--- config.mk ---
export PLATFORM = sky130hd
export DESIGN_NAME = nibble_packer
export DESIGN_NICKNAME = d
export VERILOG_FILES = /design/src/rtl/nibble_pkg.sv /design/src/rtl/nibble_fifo.sv /design/src/rtl/nibble_packer.sv
export SDC_FILE = /design/constraint.sdc
export NUM_CORES = 1
export LEC_CHECK = 0
export ABC_AREA = 1
export ABC_CLOCK_PERIOD_IN_PS = 2600
export BUFFER_PORTS_ARGS = -buffer_cell sky130_fd_sc_hd__buf_2
export CORE_MARGIN = 2
export CORE_UTILIZATION = 25
export CTS_CLUSTER_SIZE = 12
export DETAILED_ROUTE_END_ITERATION = 10
export GPL_TIMING_DRIVEN = 0
export SLEW_MARGIN = 20
export SYNTH_ARGS = -nofsm -noshare
export SYNTH_HDL_FRONTEND = slang
export SYNTH_HIERARCHICAL = 1
export SYNTH_SLANG_ARGS = --single-unit
--- constraint.sdc ---
create_clock -name clk -period 2.6 [get_ports clk]
set_input_delay 0.39 -clock clk [delete_from_list [all_inputs] [get_ports clk]]
set_output_delay 0.39 -clock clk [all_outputs]
set_load 0.05 [all_outputs]
--- src/rtl/nibble_pkg.sv ---
// nibble_pkg: shared types and widths for the nibble packer slice.
//   NIBBLE_W - width of one captured nibble
//   BYTE_W   - width of one packed output byte
//   state_t  - packer FSM states (WARMUP, LO, HI)
package nibble_pkg;

  localparam int unsigned NIBBLE_W = 4;
  localparam int unsigned BYTE_W   = 8;

  typedef enum logic [1:0] {
    WARMUP = 2'd0,
    LO     = 2'd1,
    HI     = 2'd2
  } state_t;

endpackage

--- src/rtl/nibble_fifo.sv ---
// nibble_fifo: small synchronous FIFO with a combinational read port.
//   clk, rst       - clock, synchronous active-high reset
//   push, wdata    - write request and data (ignored when full without a pop)
//   pop            - read request (ignored when empty)
//   rdata          - head entry, read straight from storage
//   full, empty    - registered occupancy flags
// DEPTH must be a power of two so the pointers wrap naturally.
module nibble_fifo #(
  parameter int unsigned DEPTH = 2,
  parameter int unsigned WIDTH = 8
) (
  input  logic             clk,
  input  logic             rst,
  input  logic             push,
  input  logic [WIDTH-1:0] wdata,
  input  logic             pop,
  output logic [WIDTH-1:0] rdata,
  output logic             full,
  output logic             empty
);

  localparam int unsigned AW = (DEPTH > 1) ? $clog2(DEPTH) : 1;
  localparam int unsigned CW = $clog2(DEPTH + 1);

  logic [WIDTH-1:0] mem [DEPTH];
  logic [AW-1:0]    wr_ptr;
  logic [AW-1:0]    rd_ptr;
  logic [CW-1:0]    count;
  logic [CW-1:0]    count_nx;
  logic             do_push_c;
  logic             do_pop_c;

  // Qualify requests; a push into a full FIFO is allowed only alongside a pop.
  always_comb begin
    do_pop_c  = pop & ~empty;
    do_push_c = push & (~full | do_pop_c);
    count_nx  = count;
    if (do_push_c && !do_pop_c) begin
      count_nx = count + CW'(1);
    end else if (do_pop_c && !do_push_c) begin
      count_nx = count - CW'(1);
    end
  end

  // Storage, pointers and registered flags; storage is cleared so the head reads 0 after reset.
  always_ff @(posedge clk) begin
    if (rst) begin
      wr_ptr <= '0;
      rd_ptr <= '0;
      count  <= '0;
      full   <= 1'b0;
      empty  <= 1'b1;
      for (int unsigned i = 0; i < DEPTH; i++) begin
        mem[i] <= '0;
      end
    end else begin
      if (do_push_c) begin
        mem[wr_ptr] <= wdata;
        wr_ptr      <= wr_ptr + AW'(1);
      end
      if (do_pop_c) begin
        rd_ptr <= rd_ptr + AW'(1);
      end
      count <= count_nx;
      full  <= (count_nx == CW'(DEPTH));
      empty <= (count_nx == '0);
    end
  end

  assign rdata = mem[rd_ptr];

endmodule

--- src/rtl/nibble_packer.sv ---
// nibble_packer: samples a 4-bit upstream shift register once per NIBBLE_PERIOD
// cycles and packs pairs of nibbles into bytes {high, low} queued in a FIFO.
//   clk, rst    - clock, synchronous active-high reset
//   x_in        - parallel view of the upstream shift register
//   out_data    - head byte of the FIFO (valid when out_valid)
//   out_valid   - FIFO non-empty
//   out_ready   - consumer accepts the head byte
//   overflow    - sticky: a byte was dropped on a full FIFO
//   byte_count  - bytes accepted into the FIFO, wraps at 256
//   out_parity  - even parity of out_data (only with NIBBLE_PACKER_PARITY_EN)
// Build option: define NIBBLE_PACKER_PARITY_EN to add per-entry parity.
module nibble_packer
  import nibble_pkg::*;
#(
  parameter int unsigned NIBBLE_PERIOD = 4,
  parameter int unsigned FIFO_DEPTH    = 2
) (
  input  logic                clk,
  input  logic                rst,
  input  logic [NIBBLE_W-1:0] x_in,
  output logic [BYTE_W-1:0]   out_data,
  output logic                out_valid,
  input  logic                out_ready,
  output logic                overflow,
  output logic [BYTE_W-1:0]   byte_count
`ifdef NIBBLE_PACKER_PARITY_EN
  ,
  output logic                out_parity
`endif
);

  localparam int unsigned PHASE_W = (NIBBLE_PERIOD > 1) ? $clog2(NIBBLE_PERIOD) : 1;
`ifdef NIBBLE_PACKER_PARITY_EN
  localparam int unsigned FIFO_W = BYTE_W + 1;
`else
  localparam int unsigned FIFO_W = BYTE_W;
`endif

  state_t              state;
  state_t              state_nx;
  logic [PHASE_W-1:0]  phase;
  logic [NIBBLE_W-1:0] lo;
  logic                strobe_c;
  logic                lo_load_c;
  logic                push_c;
  logic                pop_c;
  logic                accept_c;
  logic                drop_c;
  logic [BYTE_W-1:0]   byte_c;
  logic [FIFO_W-1:0]   fifo_wdata;
  logic [FIFO_W-1:0]   fifo_rdata;
  logic                fifo_full;
  logic                fifo_empty;

  assign strobe_c = (phase == PHASE_W'(NIBBLE_PERIOD - 1));

  // Phase counter: one capture strobe per NIBBLE_PERIOD cycles.
  always_ff @(posedge clk) begin
    if (rst) begin
      phase <= '0;
    end else if (strobe_c) begin
      phase <= '0;
    end else begin
      phase <= phase + PHASE_W'(1);
    end
  end

  // FSM state register.
  always_ff @(posedge clk) begin
    if (rst) begin
      state <= WARMUP;
    end else begin
      state <= state_nx;
    end
  end

  // Next state; the first strobe after reset only marks the shift register as filled.
  always_comb begin
    state_nx  = state;
    lo_load_c = 1'b0;
    push_c    = 1'b0;
    if (strobe_c) begin
      case (state)
        WARMUP: state_nx = LO;
        LO: begin
          state_nx  = HI;
          lo_load_c = 1'b1;
        end
        HI: begin
          state_nx = LO;
          push_c   = 1'b1;
        end
        default: state_nx = WARMUP;
      endcase
    end
  end

  // Low-nibble holding register.
  always_ff @(posedge clk) begin
    if (rst) begin
      lo <= '0;
    end else if (lo_load_c) begin
      lo <= x_in;
    end
  end

  assign byte_c   = {x_in, lo};
  assign pop_c    = out_valid & out_ready;
  assign accept_c = push_c & (~fifo_full | pop_c);
  assign drop_c   = push_c & fifo_full & ~pop_c;

  // Accepted-byte counter and sticky overflow flag.
  always_ff @(posedge clk) begin
    if (rst) begin
      byte_count <= '0;
      overflow   <= 1'b0;
    end else begin
      if (accept_c) begin
        byte_count <= byte_count + BYTE_W'(1);
      end
      if (drop_c) begin
        overflow <= 1'b1;
      end
    end
  end

`ifdef NIBBLE_PACKER_PARITY_EN
  assign fifo_wdata = {^byte_c, byte_c};
  assign out_parity = fifo_rdata[BYTE_W];
`else
  assign fifo_wdata = byte_c;
`endif

  nibble_fifo #(
    .DEPTH (FIFO_DEPTH),
    .WIDTH (FIFO_W)
  ) u_fifo (
    .clk   (clk),
    .rst   (rst),
    .push  (push_c),
    .wdata (fifo_wdata),
    .pop   (pop_c),
    .rdata (fifo_rdata),
    .full  (fifo_full),
    .empty (fifo_empty)
  );

  assign out_data  = fifo_rdata[BYTE_W-1:0];
  assign out_valid = ~fifo_empty;

endmodule

==> Word level (Yosys, flattened, before mapping) <==
Memories as Yosys holds them, arrays and structs flattened. A register that Yosys moved wholly into a read port is not among the register bits.
Index checks and enable logic that the tools add are counted.
{ "totals": {"regBits": 23, "mem_bits_rw": 16, "inputBits": 7, "out_inout_bits": 18, "wordCells": 58, "memories": 1} }
{ "mem_list": {"columns": ["memory", "depth", "word_bits", "read_ports", "rd_ports_with_merged_regs", "write_ports", "line", "rtl"], "rows": [
  ["u_fifo.mem", 2, 8, 1, 1, 2, "nibble_fifo.sv:25", "logic [WIDTH-1:0] mem [DEPTH];"]
]} }
{ "op_classes": {"n_addsub": 6, "n_eq_ne": 4, "n_mux": 17, "n_bitwise": 11, "reduce_logical": 9} }
{ "op_table": {"columns": ["op", "count"], "rows": [
  ["$mux 1", 13],
  ["$add 8x1->8 const B", 1],
  ["$mux 8", 1],
  ["$reduce_or 8->1", 1],
  ["$and 1x1->1", 6],
  ["$eq 2x2->1 const B", 3],
  ["$add 2x1->2 const B", 2],
  ["$logic_not 2->1", 2],
  ["$mux 2", 2],
  ["$pmux 2 s2", 1],
  ["$reduce_or 2->1", 2],
  ["$not 1->1", 3],
  ["$add 1x1->1 const B", 2],
  ["$eq 2x1->1 const B", 1],
  ["$logic_and 1x1->1", 2],
  ["$logic_not 1->1", 2],
  ["$or 1x1->1", 2],
  ["$sub 2x1->2 const B", 1]
]} }

==> Longest topological paths before layout <==
Gate-level depths: netlist of the first run.
{ "depth": {"depth_word": 10, "mapped_depth": 11} }

==> Cells and area by module <==
Netlist of the first run, hierarchy kept.
{ "modules_own_cells": {"columns": ["module", "instances", "cells_each", "area_each_um2"], "rows": [
  ["nibble_fifo", 1, 95, 996.0],
  ["nibble_packer", 1, 107, 818.3]
]} }

==> Least setup slack after synthesis of the first run <==
No wires, ideal clock.
{ "synth_path": {"path_type": "register -> register", "startpoint": "register u_fifo.empty", "endpoint": "memory u_fifo.mem[0][0] (enable)", "setup_ps": 329, "arrival_ps": 1400, "t_required_ps": 2271, "slack_ps": 871, "stages_incl_launch_ff": 10, "path_buffers": 0, "period_less_slack_ps": 1729, "path_cell_list": "dfxtp_1 -> inv_2 -> nand2_1 -> inv_1 -> nand2_2 -> nand2_1 -> nand2_1 -> nor2_1 -> nand2_2 -> nand2_1"} }
{ "synth_rtl": {"columns": ["element", "line", "rtl"], "rows": [
  ["start: declaration", "nibble_fifo.sv:19", "output logic empty"],
  ["start signal: assignment", "nibble_fifo.sv:66", "empty <= (count_nx == '0);"],
  ["end: declaration", "nibble_fifo.sv:25", null]
]} }

==> results.md, run 1 <==
- Root buf cell: sky130_fd_sc_hd__clkbuf_8
- Top post-synthesis cells by area: sky130_fd_sc_hd__dfxtp_1 (26%), sky130_fd_sc_hd__edfxtp_1 (26%), sky130_fd_sc_hd__nand2_1 (7.9%)
- Path category of the worst min-delay check: input port to register
- Buffers from clock root to sink, at most: 2
- Fmax: 0.509 GHz
- Storage cell area: 961 um^2
- Count of vias placed by the detailed router: 1,351
- Total Die Area: 0.00795 mm^2
- Quantity of I/O buffers inserted on ports: 24
- Result of the run: finished, final reports clean
- Global router's overall resource usage: 0.0912
- Count of antenna-violating nets left after detailed routing: 0
- Post-synth ARST share: 0
- Synth cell count leaders: sky130_fd_sc_hd__nand2_1 (38), sky130_fd_sc_hd__nor2_1 (37), sky130_fd_sc_hd__dfxtp_1 (24)
- Core Footprint: 0.00714 mm^2
- Hold-fix buffers at CTS: 0
- Pin count of the biggest net entering global routing: 13
- Path type of the worst setup path: register to register
- Count of flip-flops with a built-in enable after synthesis: 16
- Final nets: 242
- Post-Syn Nets: 211
- Number of distinct library cells after synthesis: 25
- First-pass GRT wire length: 5.62 mm
- CTS H-Tree Depth: 2
- Worst-case headroom to the max-slew limit: 0.721
- Drt first-iter violations: 60
- Total Wirelength: 3.34 mm
- Total internal power: 0.862 mW
- Maximum net fanout on the critical path: 10
- Clk network pwr share: 0.351
- Via-per-instance ratio: 4.07
- Fraction of power consumed by combinational cells: 0.054
- Number of global-route vias before repair: 1,276
- RSZ-0062 raised after global routing: no
- Most frequent cell after synthesis: sky130_fd_sc_hd__nand2_1
- Number of endpoints with negative hold slack in the final report: 0
- Clock sink count: 40
- Starting density of the core: 0.254
- Post-Synthesis Cells: 202
- Drt wl/cell: 10.1 um
- Antenna diodes: 0
- Setup bufs post-CTS: 0
- Per-instance average area after synthesis: 8.98 um^2
- Design Area, Final: 0.00214 mm^2
- Area occupied by multi-input gates: 727 um^2
- Critical path launch point type: register
- Top-area cell type share of the netlist area: 0.265
- Count of pins over their slew limit: 0
- Setup TNS Final: 0 ns
- Routability Congestion: 0.738
- Fraction of the cycle the final worst path needs: 0.755
- Fill cells: 787
- Number of I/O pins: 25
- Final Total Pwr: 1.12 mW
- Number of buffers created by CTS: 5
- YS warnings: 6
- Y dimension of the die: 89.2 um
- Total of flip-flops plus latches after synthesis: 40
- Horizontal extent of the die: 89.2 um
- Antenna violations before repair: 0
- Clock tree from TritonCTS: done
- Number of gates resized after cts: 0
- Power per cell area: 526 mW/mm^2
- Post-DP Area: 0.00206 mm^2
- Crit path capture type: register
- Detailed-routed wire length on met2: 1.48 mm
- Fin crit period: 1.96 ns
- Max layer used: met4
- Area of the mapped netlist: 0.00181 mm^2
- Worst Path Arrival: 1.92 ns
- Switching portion of total power: 0.233
- Total net switching power: 0.262 mW
- Leakage power figure: 0.934 nW
- Number of setup violations in the final report: 0
- Growth of design area from synthesis to finish: 17.9%
- Max Cap Violations: 0
- Site row count: 31
- Worst supply voltage drop on vdd: 0.196 mV
- Fraction of the yosys area taken by sequential cells: 0.530
- Dominant cell type by area after synthesis: sky130_fd_sc_hd__dfxtp_1
- M1 WL: 1.64 mm
- Share of final-layout standard cells stronger than drive strength 1: 0.305
- Wire length on met3: 185 um
- Worst endpoint required time: 2.55 ns
- Post-CTS clock slew at the launch and capture registers of the worst setup and hold paths: 0.08 ns
- Transition time at the pin with the least slew margin: 0.418 ns
- Later-pin clock latency in the skew report: 0.29 ns
- Worst clock skew: 0.00371 ns
- Portion of total power attributed to sequential cells: 0.595
- Global route total overflow: 0
- First drt pass iteration count: 4
- Number of DRC violations after detailed routing: 0
- Main synth FF type: sky130_fd_sc_hd__dfxtp_1
- Half-perimeter wire length of the detailed placement result: 2.45 mm
-- power by group through the flow --
stage | registers (mW) | clock network, mW | logic, mW
floorplan | 0.682 | 0 | 0.0421
detailed placement | 0.684 | 0 | 0.0616
global route | 0.670 | 0.431 | 0.0673
finish | 0.669 | 0.395 | 0.0608
global placement | 0.682 | 0 | 0.0606
CTS | 0.669 | 0.409 | 0.0619
-- critical path, cell delays in order, from the launching register on --
cell and delay [ns]:
sky130_fd_sc_hd__dfxtp_1 0.34, sky130_fd_sc_hd__ha_1 0.21, sky130_fd_sc_hd__nand3_2 0.13, sky130_fd_sc_hd__inv_1 0.22
sky130_fd_sc_hd__nand2_1 0.11, sky130_fd_sc_hd__nor2_1 0.12, sky130_fd_sc_hd__nand2_2 0.15, sky130_fd_sc_hd__nand2_1 0.35
-- final timing paths --
kind | from | to | slack (ns) | cells after the start
worst max-delay path | phase[0] | u_fifo/mem[0][4] | 0.64 | 7
worst min-delay path | x_in[0] | lo[0] | 0.35 | 3
worst max register to register | phase[0] | u_fifo/mem[0][4] | 0.64 | 7
worst min register to register | phase[0] | phase[0] | 0.43 | 1
-- final cells by class --
type / instances / share of cell area
buffer: 3 / 0.0117
sequential: 40 / 0.449
tap: 99 / 0.0579
timing repair buffer: 24 / 0.0561
multi-input combinational: 132 / 0.340
clock inverter: 2 / 0.00585
inverter: 27 / 0.0474
clock buffer: 5 / 0.0322
-- per-layer routing --
layer | up-vias | track usage
li1 | 699 | -
met1 | 617 | 0.114
met2 | 28 | 0.148
met3 | 7 | 0.0314
met4 | 0 | 0.0285
met5 | - | 0
-- per-stage QoR --
stage          instances  worst slack (ns)  utilization  hold WS [ns]
6_report             332             0.637        0.300         0.346
5_1_grt              332             0.456        0.300         0.381
4_1_cts              332             0.586        0.300         0.342
3_5_place_dp         325             0.595        0.288         0.421
3_3_place_gp         325             0.629        0.288         0.407
2_1_floorplan        202             0.871            -         0.397
-- kinds of logic after synthesis --
kind of cell    after synthesis  share of synthesized area
mux                           8                     0.0497
flops                        40                      0.530
buf+inv                      30                     0.0696
fa+ha+maj                     2                     0.0138
compound gates               17                     0.0669
simple gates                103                      0.261
xor+xnor                      2                    0.00966
-- registers in the layout, indices dropped and copies added, names as in the netlist, named ones only --
register,cells
u_fifo/mem,16
byte_count,8
lo,4
phase,2
state,2
u_fifo/count,2
overflow,1
u_fifo/empty,1
u_fifo/full,1
u_fifo/rd_ptr,1
u_fifo/wr_ptr,1
-- cell usage in the layout (no fill, tap or decap) --
master,Yosys,final
sky130_fd_sc_hd__nand4_2,1,1
sky130_fd_sc_hd__nor2_4,1,1
sky130_fd_sc_hd__nor2_2,6,6
sky130_fd_sc_hd__inv_2,4,4
sky130_fd_sc_hd__edfxtp_1,16,16
sky130_fd_sc_hd__clkinv_2,0,1
sky130_fd_sc_hd__o21bai_1,1,1
sky130_fd_sc_hd__dfxtp_1,24,24
sky130_fd_sc_hd__xor2_1,2,2
sky130_fd_sc_hd__a21oi_2,6,6
sky130_fd_sc_hd__nand2_1,38,38
sky130_fd_sc_hd__nand2_2,7,7
sky130_fd_sc_hd__buf_2,2,26
sky130_fd_sc_hd__mux2_2,8,8
sky130_fd_sc_hd__nor2_1,37,37
sky130_fd_sc_hd__nand3b_1,1,1
sky130_fd_sc_hd__inv_1,23,23
sky130_fd_sc_hd__ha_1,2,2
sky130_fd_sc_hd__or2_0,1,1
sky130_fd_sc_hd__o21ai_0,5,5
sky130_fd_sc_hd__nand4_1,2,2
sky130_fd_sc_hd__clkinvlp_4,0,1
sky130_fd_sc_hd__nand3_1,6,6
sky130_fd_sc_hd__clkbuf_8,0,5
sky130_fd_sc_hd__nand3_2,3,3
sky130_fd_sc_hd__a21oi_4,1,1
sky130_fd_sc_hd__buf_8,1,1
sky130_fd_sc_hd__a21oi_1,4,4
Power figures use the tool's default switching activity.
==> run 2: changes to the inputs <==
Settings changed: ABC_CLOCK_PERIOD_IN_PS 2600 to 1750.
Clock period 2.6 ns to 1.75 ns, I/O delays scaled along.
==> run 2 against run 1 <==
  * Setup slack worse by 0.53 ns
  * Clock skew hardly changed
  * First-iteration DRC count is 6.7% lower
  * Hold slack worse by 0.13 ns
  * Core utilization is 0.54 points higher
  * Wire length is 0.27% higher
  * Critical path depth is 4 lower
  * Cell count is 0.60% higher
  * Sequential cell count stayed put
  * Total power is 49% higher
  * Die area stayed put
  * Critical path type is now register to primary output
==> results.md, run 2 (same netlist as run 1, synthesis figures left out) <==
- Hold path startpoint: x_in[3]
- Most frequent cells in the layout: sky130_fd_sc_hd__nor2_1 (37), sky130_fd_sc_hd__nand2_1 (36), sky130_fd_sc_hd__buf_2 (26)
- Fin crit period: 1.65 ns
- Antenna diodes: 0 (unchanged)
- Global route total overflow: 0 (unchanged)
- Worst Path Arrival: 1.38 ns (-0.54 ns)
- Leakage power figure: 0.931 nW (-0.25%)
- Number of DRC violations after detailed routing: 0 (unchanged)
- Drt first-iter violations: 56 (-6.7%)
- Result of the run: finished, final reports clean
- Post-CTS clock slew at the launch and capture registers of the worst setup and hold paths: 0.08 ns (about the same)
- Y dimension of the die: 89.2 um (unchanged)
- Fraction of the cycle the final worst path needs: 0.941
- Portion of total power attributed to sequential cells: 0.594 (about the same)
- Worst clock skew: 0.00409 ns (+0.000388 ns)
- Quantity of I/O buffers inserted on ports: 24 (unchanged)
- Pin count of the biggest net entering global routing: 13 (unchanged)
- Total Die Area: 0.00795 mm^2 (unchanged)
- CTS H-Tree Depth: 2 (unchanged)
- Count of antenna-violating nets left after detailed routing: 0 (unchanged)
- Fmax: 0.607 GHz
- Final nets: 244 (+0.83%)
- Crit path capture type: primary output
- Fraction of power consumed by combinational cells: 0.056 (+0.002)
- Max Cap Violations: 0 (unchanged)
- Number of endpoints with negative hold slack in the final report: 0 (unchanged)
- Worst endpoint required time: 1.49 ns (-1.06 ns)
- Number of buffers created by CTS: 5 (unchanged)
- Half-perimeter wire length of the detailed placement result: 2.45 mm (unchanged)
- Global router's overall resource usage: 0.0912 (unchanged)
- Horizontal extent of the die: 89.2 um (unchanged)
- Reg-to-reg slack, setup: 0.14 ns (-0.50 ns)
- Starting density of the core: 0.254 (unchanged)
- Number of global-route vias before repair: 1,276 (unchanged)
- Power per cell area: 767 mW/mm^2 (+46%)
- Number of setup violations in the final report: 0 (unchanged)
- RSZ-0062 raised after global routing: no
- Total Wirelength: 3.35 mm (+0.27%)
- Final core occ: 0.305 (+0.00543)
- Number of I/O pins: 25 (unchanged)
- Largest register FFs: 16 (unchanged)
- Count of vias placed by the detailed router: 1,358 (+0.52%)
- Worst-case headroom to the max-slew limit: 0.744 (+0.0234)
- Path type of the worst setup path: register to primary output
- Path category of the worst min-delay check: input port to register
- Transition time at the pin with the least slew margin: 0.383 ns (-0.0346 ns)
- Buffers from clock root to sink, at most: 2 (unchanged)
- Switching portion of total power: 0.233 (-0.000322)
- Total internal power: 1.28 mW (+49%)
- Later-pin clock latency in the skew report: 0.29 ns (about the same)
- Routability Congestion: 0.738 (unchanged)
- Site row count: 31 (unchanged)
- Final Total Pwr: 1.67 mW (+49%)
- Hold-fix buffers at CTS: 0 (unchanged)
- Post-DP Area: 0.00206 mm^2 (unchanged)
- FF-to-FF Start: phase[0]
- Critical path launch point type: register
- Largest Register: u_fifo/mem
- Setup TNS Final: 0 ns (unchanged)
- Most common cell after layout, fill and taps aside: sky130_fd_sc_hd__nor2_1
- Worst Hold Margin: 0.220 ns (-0.127 ns)
- Maximum net fanout on the critical path: 8 (-2)
- Share of final-layout standard cells stronger than drive strength 1: 0.323 (+0.0187)
- Root buf cell: sky130_fd_sc_hd__clkbuf_8
- Clk network pwr share: 0.350 (about the same)
- Via-per-instance ratio: 4.07 (about the same)
- Clock tree from TritonCTS: done
- First-pass GRT wire length: 5.62 mm (unchanged)
- Antenna violations before repair: 0 (unchanged)
- Core Footprint: 0.00714 mm^2 (unchanged)
- Clock sink count: 40 (unchanged)
- Registers with the highest flip-flop counts: u_fifo/mem x16, byte_count x8, lo x4
- Worst supply voltage drop on vdd: 0.291 mV (+49%)
- Total net switching power: 0.389 mW (+48%)
- Drt wl/cell: 10.0 um (-0.33%)
- Design Area, Final: 0.00218 mm^2 (+1.8%)
- First drt pass iteration count: 4 (unchanged)
- Growth of design area from synthesis to finish: 20.1%
- Count of pins over their slew limit: 0 (unchanged)
## run 2: repair_timing
| item | in CTS | in global routing |
|---|---|---|
| buffers inserted | 0 | 2 |
| pin swaps | 0 | 1 |
| endpoints found under the hold margin | 0 | 0 |
| gates resized for setup | 5 | 1 |
| setup endpoints to repair | 16 | 16 |
## run 2: critical path, stage by stage (launching register included)
cell	delay [ns]
sky130_fd_sc_hd__dfxtp_1	0.30
sky130_fd_sc_hd__buf_2	0.21
sky130_fd_sc_hd__mux2_2	0.36
sky130_fd_sc_hd__buf_2	0.21
## run 2: power groups by stage
stage,clock network [mW],logic (mW),registers [mW]
global route,0.640,0.103,0.996
floorplan,0,0.0625,1.01
finish,0.584,0.0931,0.993
global placement,0,0.0900,1.01
detailed placement,0,0.0915,1.02
CTS,0.608,0.0947,0.994
## run 2: final cells by class
type	count	area, um^2
Fill cell	784	4960
Sequential cell	40	961
Multi-Input combinational cell	132	751
Timing Repair Buffer	26	135
Tap cell	99	124
Inverter	27	101
Clock buffer	5	68.8
Buffer	3	25.0
Clock inverter	2	12.5
## run 2: path summary, 6_finish.rpt
| kind | end | cells after the start |
|---|---|---|
| min reg2reg | phase[0] | 1 |
| max reg2reg | u_fifo/mem[0][2] | 7 |
| min | lo[3] | 3 |
| max | out_data[3] | 3 |
## run 2: metal layers
metal,vias up,global-route usage,share of wire
met5,-,0,0
met4,0,0.0285,0.011
met1,619,0.114,0.49
met2,28,0.148,0.44
met3,7,0.0314,0.052
li1,704,-,-
## run 2: per-stage QoR
stage	setup WS (ns)	cells
after floorplan	0.0213	202
after global placement	-0.221	325
after detailed placement	-0.255	325
after CTS	0.0276	332
after global routing	0.00696	334
final	0.104	334
